==> config.mk <==
export PLATFORM = sky130hd
export DESIGN_NAME = serial_pattern_generator
export DESIGN_NICKNAME = d
export VERILOG_FILES = /design/src/rtl/serial_pattern_generator.sv
export SDC_FILE = /design/constraint.sdc
export NUM_CORES = 1
export LEC_CHECK = 0
export BUFFER_PORTS_ARGS = -buffer_cell sky130_fd_sc_hd__buf_2
export CORE_MARGIN = 2
export CORE_UTILIZATION = 40
export CTS_BUF_LIST = sky130_fd_sc_hd__clkbuf_4 sky130_fd_sc_hd__clkbuf_8
export DETAILED_ROUTE_END_ITERATION = 6
export PLACE_DENSITY = 0.68
export SETUP_SLACK_MARGIN = 0.15
export SYNTH_ARGS = -nofsm -noshare
export SYNTH_HDL_FRONTEND = slang
export SYNTH_SLANG_ARGS = --single-unit
==> constraint.sdc <==
create_clock -name clock -period 1.74 [get_ports clock]
set_input_delay 0 -clock clock [delete_from_list [all_inputs] [get_ports clock]]
set_output_delay 0 -clock clock [all_outputs]
set_load 0.01 [all_outputs]
==> src/rtl/serial_pattern_generator.sv <==
// Bit-serial pattern transmitter: captures pattern/length/repeat on start and shifts it out MSB-first with a valid qualifier.
// Latency: first bit one clock after start is sampled; done pulses one clock after the last bit. No input backpressure; abort cancels a transmission.
module serial_pattern_generator #(
    parameter int WIDTH = 8,
    parameter int CNT_W = 4,
    localparam int LEN_W = $clog2(WIDTH) + 1
) (
    input  logic             clock,
    input  logic             reset_n,
    input  logic             start,
    input  logic [WIDTH-1:0] pattern,
    input  logic [LEN_W-1:0] length,
    input  logic [CNT_W-1:0] repeat_cnt,
    input  logic             abort,
    output logic             x,
    output logic             x_valid,
    output logic             busy,
    output logic             done
);

    localparam int IDX_W = $clog2(WIDTH);

    typedef enum logic [1:0] {
        S_IDLE,
        S_SEND,
        S_DONE
    } state_t;

    state_t           state_q, state_d;
    logic [WIDTH-1:0] pat_q, pat_d;
    logic [LEN_W-1:0] len_q, len_d;
    logic [CNT_W-1:0] rep_cnt_q, rep_cnt_d;
    logic [CNT_W-1:0] rep_q, rep_d;
    logic [IDX_W-1:0] idx_q, idx_d;
    logic             x_q, x_d;
    logic             x_valid_q, x_valid_d;
    logic             busy_q, busy_d;
    logic             done_q, done_d;

    logic [LEN_W-1:0] len_clamp;
    logic [IDX_W-1:0] last_idx;

    assign len_clamp = (length > LEN_W'(WIDTH)) ? LEN_W'(WIDTH) : length;
    assign last_idx  = IDX_W'(len_q - LEN_W'(1));

    always_comb begin
        state_d   = state_q;
        pat_d     = pat_q;
        len_d     = len_q;
        rep_cnt_d = rep_cnt_q;
        rep_d     = rep_q;
        idx_d     = idx_q;
        x_d       = 1'b0;
        x_valid_d = 1'b0;
        busy_d    = 1'b0;
        done_d    = 1'b0;

        case (state_q)
            S_IDLE: begin
                if (start && !abort) begin
                    pat_d     = pattern;
                    len_d     = len_clamp;
                    rep_cnt_d = repeat_cnt;
                    rep_d     = '0;
                    if (len_clamp == '0) begin
                        state_d = S_DONE;
                    end else begin
                        idx_d   = IDX_W'(len_clamp - LEN_W'(1));
                        state_d = S_SEND;
                    end
                end
            end
            S_SEND: begin
                if (abort) begin
                    state_d = S_IDLE;
                end else begin
                    x_d       = pat_q[idx_q];
                    x_valid_d = 1'b1;
                    busy_d    = 1'b1;
                    if (idx_q != '0) begin
                        idx_d = idx_q - IDX_W'(1);
                    end else if (rep_cnt_q == '0) begin
                        // Continuous mode: counter is frozen so it can never wrap or expire.
                        idx_d = last_idx;
                    end else if (rep_q + CNT_W'(1) == rep_cnt_q) begin
                        rep_d   = rep_q + CNT_W'(1);
                        state_d = S_DONE;
                    end else begin
                        rep_d = rep_q + CNT_W'(1);
                        idx_d = last_idx;
                    end
                end
            end
            S_DONE: begin
                done_d  = 1'b1;
                busy_d  = 1'b1;
                state_d = S_IDLE;
            end
            default: begin
                state_d = S_IDLE;
            end
        endcase
    end

    always_ff @(posedge clock or negedge reset_n) begin
        if (!reset_n) begin
            state_q   <= S_IDLE;
            pat_q     <= '0;
            len_q     <= '0;
            rep_cnt_q <= '0;
            rep_q     <= '0;
            idx_q     <= '0;
            x_q       <= 1'b0;
            x_valid_q <= 1'b0;
            busy_q    <= 1'b0;
            done_q    <= 1'b0;
        end else begin
            state_q   <= state_d;
            pat_q     <= pat_d;
            len_q     <= len_d;
            rep_cnt_q <= rep_cnt_d;
            rep_q     <= rep_d;
            idx_q     <= idx_d;
            x_q       <= x_d;
            x_valid_q <= x_valid_d;
            busy_q    <= busy_d;
            done_q    <= done_d;
        end
    end

    assign x       = x_q;
    assign x_valid = x_valid_q;
    assign busy    = busy_q;
    assign done    = done_q;

endmodule

==> results.json <==
{
  "status": "finished with violations",
  "violations": "negative setup slack",
  "tightestPinTransition_ns": 0.615,
  "netlist_area_sq_um": 1520,
  "multi_input_area_sq_um": 882,
  "critPathCaptureType": "flip-flop",
  "post_synth_and_or_nand_nor_area_fraction_pct": 15.6,
  "setup_viol": 6,
  "max_cap_viol_count": 0,
  "synth_xor_area_share_pct": 4.04,
  "fp-row-count": 22,
  "fin_area_sq_um": 2190,
  "numPortBuffers": 23,
  "final_cells": 238,
  "ant_nets": 0,
  "synth_cell_type_count": 41,
  "final_util_pct": 59.8,
  "min_path_cells": 3,
  "dp_hpwl_um": 2350,
  "dp_cells": 215,
  "rrSetupSlack_ns": -0.14,
  "synth_top_area_cell": "dfrtp_1",
  "crit_type": "reg2reg",
  "htreeDepth": 1,
  "fp.dieW_um": 65.6,
  "initial_core_util_pct": 41.5,
  "via_per_inst": 5.10,
  "synth_nets": 152,
  "switchingPower_mw": 1.19,
  "drt-pass1-iter-count": 4,
  "synth_edf_count": 0,
  "cpPeakStageDelay_ns": 0.44,
  "yosys.area_share.adder_pct": 4.12,
  "grt_max_degree": 29,
  "yosys_warnings": 0,
  "p_sw_share_pct": 35.7,
  "rsz0062_at_grt": "true",
  "cts_buffers": 3,
  "clock_path_buffers": 2,
  "setup.worst_path.start_class": "flip-flop",
  "setup_slack_ns": -0.141,
  "r2r_end": "idx_q[2]$_DFFE_PN0P_",
  "synthArstFlopShare_pct": 100,
  "drc": 0,
  "cpMaxStageDelayCell": "nor4_4",
  "hold_viol_final": 0,
  "grt_pass1_wl_um": 5870,
  "maxSlewViolCount": 0,
  "cp_max_fo": 4,
  "power_mw": 3.34,
  "gp_congestion": 0.785,
  "worstHoldStart": "length[2]",
  "antenna_found_initial": 0,
  "slew_headroom_pct": 59.0,
  "syn2layout_area_growth_pct": 44.2,
  "overflow": 0,
  "avgSynthCellArea_sq_um": 12.0,
  "ctsRootBufferMaster": "clkbuf_8",
  "synthFlopType": "dfrtp_1",
  "crit_required_ns": 1.91,
  "cellPowerDensity_nw_per_um2": 1520,
  "reg2reg_depth": 4,
  "synth_most_common_cell": "dfrtp_1",
  "skew_ns": 0.00465,
  "yosys-top-cells-area": "dfrtp_1, mux2_2, ha_1",
  "timing.fmax_ghz": 0.532,
  "dr_total_vias": 1213,
  "synth_top_family_by_area": "multiplexers",
  "grt_use_total_pct": 17.8,
  "dpl_cell_area_sq_um": 1840,
  "hold_path_end": "len_q[2]$_DFFE_PN0P_",
  "regArea_sq_um": 703,
  "yosys-top-cells-count": "dfrtp_1, mux2_2, nand2_1, inv_1, nor2_1",
  "nNetsFinal": 216,
  "synth_compound_area_share_pct": 11.1,
  "p_int_mw": 2.15,
  "cts_sinks": 28,
  "place_ws_ns": -0.218,
  "hp-class": "in2reg",
  "synth_top_area_share_pct": 46.1,
  "drive_gt1_share_pct": 49.5,
  "die_area_sq_um": 4310,
  "core_sq_um": 3660,
  "leakagePower_nw": 1.00,
  "period_needed_ns": 1.88,
  "path_cells": "or3_4, nor4_4, a41oi_4, mux2_4",
  "fin_crit_sh_pct": 108,
  "grt_pass1_vias": 1280,
  "clkPwrFrac_pct": 15.4,
  "power_frac_comb_pct": 50.1,
  "fp.dieH_um": 65.6,
  "clk_pin_slew_ns": 0.10,
  "fillerInstances": 274,
  "crit_arrival_ns": 2.05,
  "p_seq_share_pct": 34.5,
  "r2r_start": "idx_q[2]$_DFFE_PN0P_",
  "synthCells": 127,
  "synth-seq-cells": 28,
  "io_pins": 24,
  "wire_per_inst_um": 14.5,
  "antenna_cells": 0,
  "drt_iter0_drc": 31,
  "synth-seq-area-share_pct": 46.1,
  "wirelength_um": 3450,
  "ir_worst_vdd_v": 0.000736,
  "synthMuxAreaShare_pct": 16.1,
  "clock_latency_ns": 0.28,
  "cts_tree": "yes"
}
==> area by class of cell <==
| cell class | count | area share (%) |
|---|---|---|
| tap | 48 | 2.74 |
| sequential | 28 | 32.1 |
| inverter | 6 | 1.03 |
| timing repair buffer | 62 | 20.6 |
| multi-input combinational | 90 | 40.3 |
| clock inverter | 1 | 1.37 |
| clock buffer | 3 | 1.88 |
==> what timing repair did <==
action,CTS,global route
resized for setup,10,10
pin swaps,6,5
hold buffers,13,0
buffers inserted,1,5
hold endpoints to repair,40,0
endpoints found under the setup margin,9,21
==> how the worst max path moves through the flow <==
| stage | start | to | slack, ns | depth (start not counted) |
|---|---|---|---|---|
| 6_report | idx_q[2]$_DFFE_PN0P_ | idx_q[2]$_DFFE_PN0P_ | -0.14 | 4 |
| 5_1_grt | rep_q[1]$_DFFE_PN0P_ | idx_q[2]$_DFFE_PN0P_ | -0.22 | 5 |
| 4_1_cts | rep_q[1]$_DFFE_PN0P_ | idx_q[2]$_DFFE_PN0P_ | -0.11 | 5 |
| 3_5_place_dp | state_q[1]$_DFFE_PN0P_ | idx_q[2]$_DFFE_PN0P_ | -0.22 | 6 |
| 3_3_place_gp | state_q[1]$_DFFE_PN0P_ | idx_q[2]$_DFFE_PN0P_ | -0.13 | 6 |
| 2_1_floorplan | rep_q[1]$_DFFE_PN0P_ | idx_q[0]$_DFFE_PN0P_ | -0.09 | 5 |
==> logic make-up (layout without fill, tap and decap cells) <==
kind of cell,count (synthesis),in the layout
XOR/XNOR,7,7
flip-flops,28,28
buffers and inverters,9,72
AO/OA/AOI/OAI,22,22
adder cells (fa/ha/maj),5,5
multiplexers,20,20
AND/OR/NAND/NOR,36,36
==> worst max-delay path, delay by kind of cell, from the launching register on <==
family,cells,cell delay [ns]
compound gates,1,0.19
simple gates,2,0.86
mux,1,0.34
flops,1,0.38
==> power by group through the flow <==
stage                     sequential [mW]  clock [mW]  combinational [mW]
after floorplan                      1.17           0               0.906
after global placement               1.13           0                1.34
after detailed placement             1.15           0                1.40
after CTS                            1.15       0.532                1.55
after global routing                 1.19       0.555                1.83
final                                1.15       0.514                1.67
==> metal layers <==
metal	GRT usage, %	wire, um	vias up
li1	-	-	586
met4	8.33	67	0
met1	22.5	1510	599
met3	2.05	77	7
met2	30.2	1790	21
met5	0	0	-
==> placed cells by master, fill, tap and decap left out, drive strengths merged, types with 2 or more instances in the layout <==
cell type    instances
buf                 49
dfrtp               28
mux2                16
dlygate4sd3         13
nand2               10
nor2                 6
inv                  6
a21oi                5
nand2b               5
ha                   5
xnor2                4
o21ai                4
xor2                 3
a211o                3
clkbuf               3
nor4                 3
or3                  3
mux4                 2
mux2i                2
a41oi                2
==> through the flow <==
stage          TNS (ns)  hold WS [ns]
6_report         -0.479        0.0305
3_5_place_dp     -0.999        0.0612
4_1_cts          -0.472        0.0315
2_1_floorplan    -0.191        -0.296
3_3_place_gp     -0.417        0.0416
5_1_grt          -0.998        0.0454
==> registers in the layout, summed over array words and instances, names as in the netlist, 2 cells and up <==
register / flops
idx_q: 3
len_q: 3
pat_q: 8
rep_cnt_q: 4
rep_q: 4
state_q: 2
(Power assumes the default switching activity.)
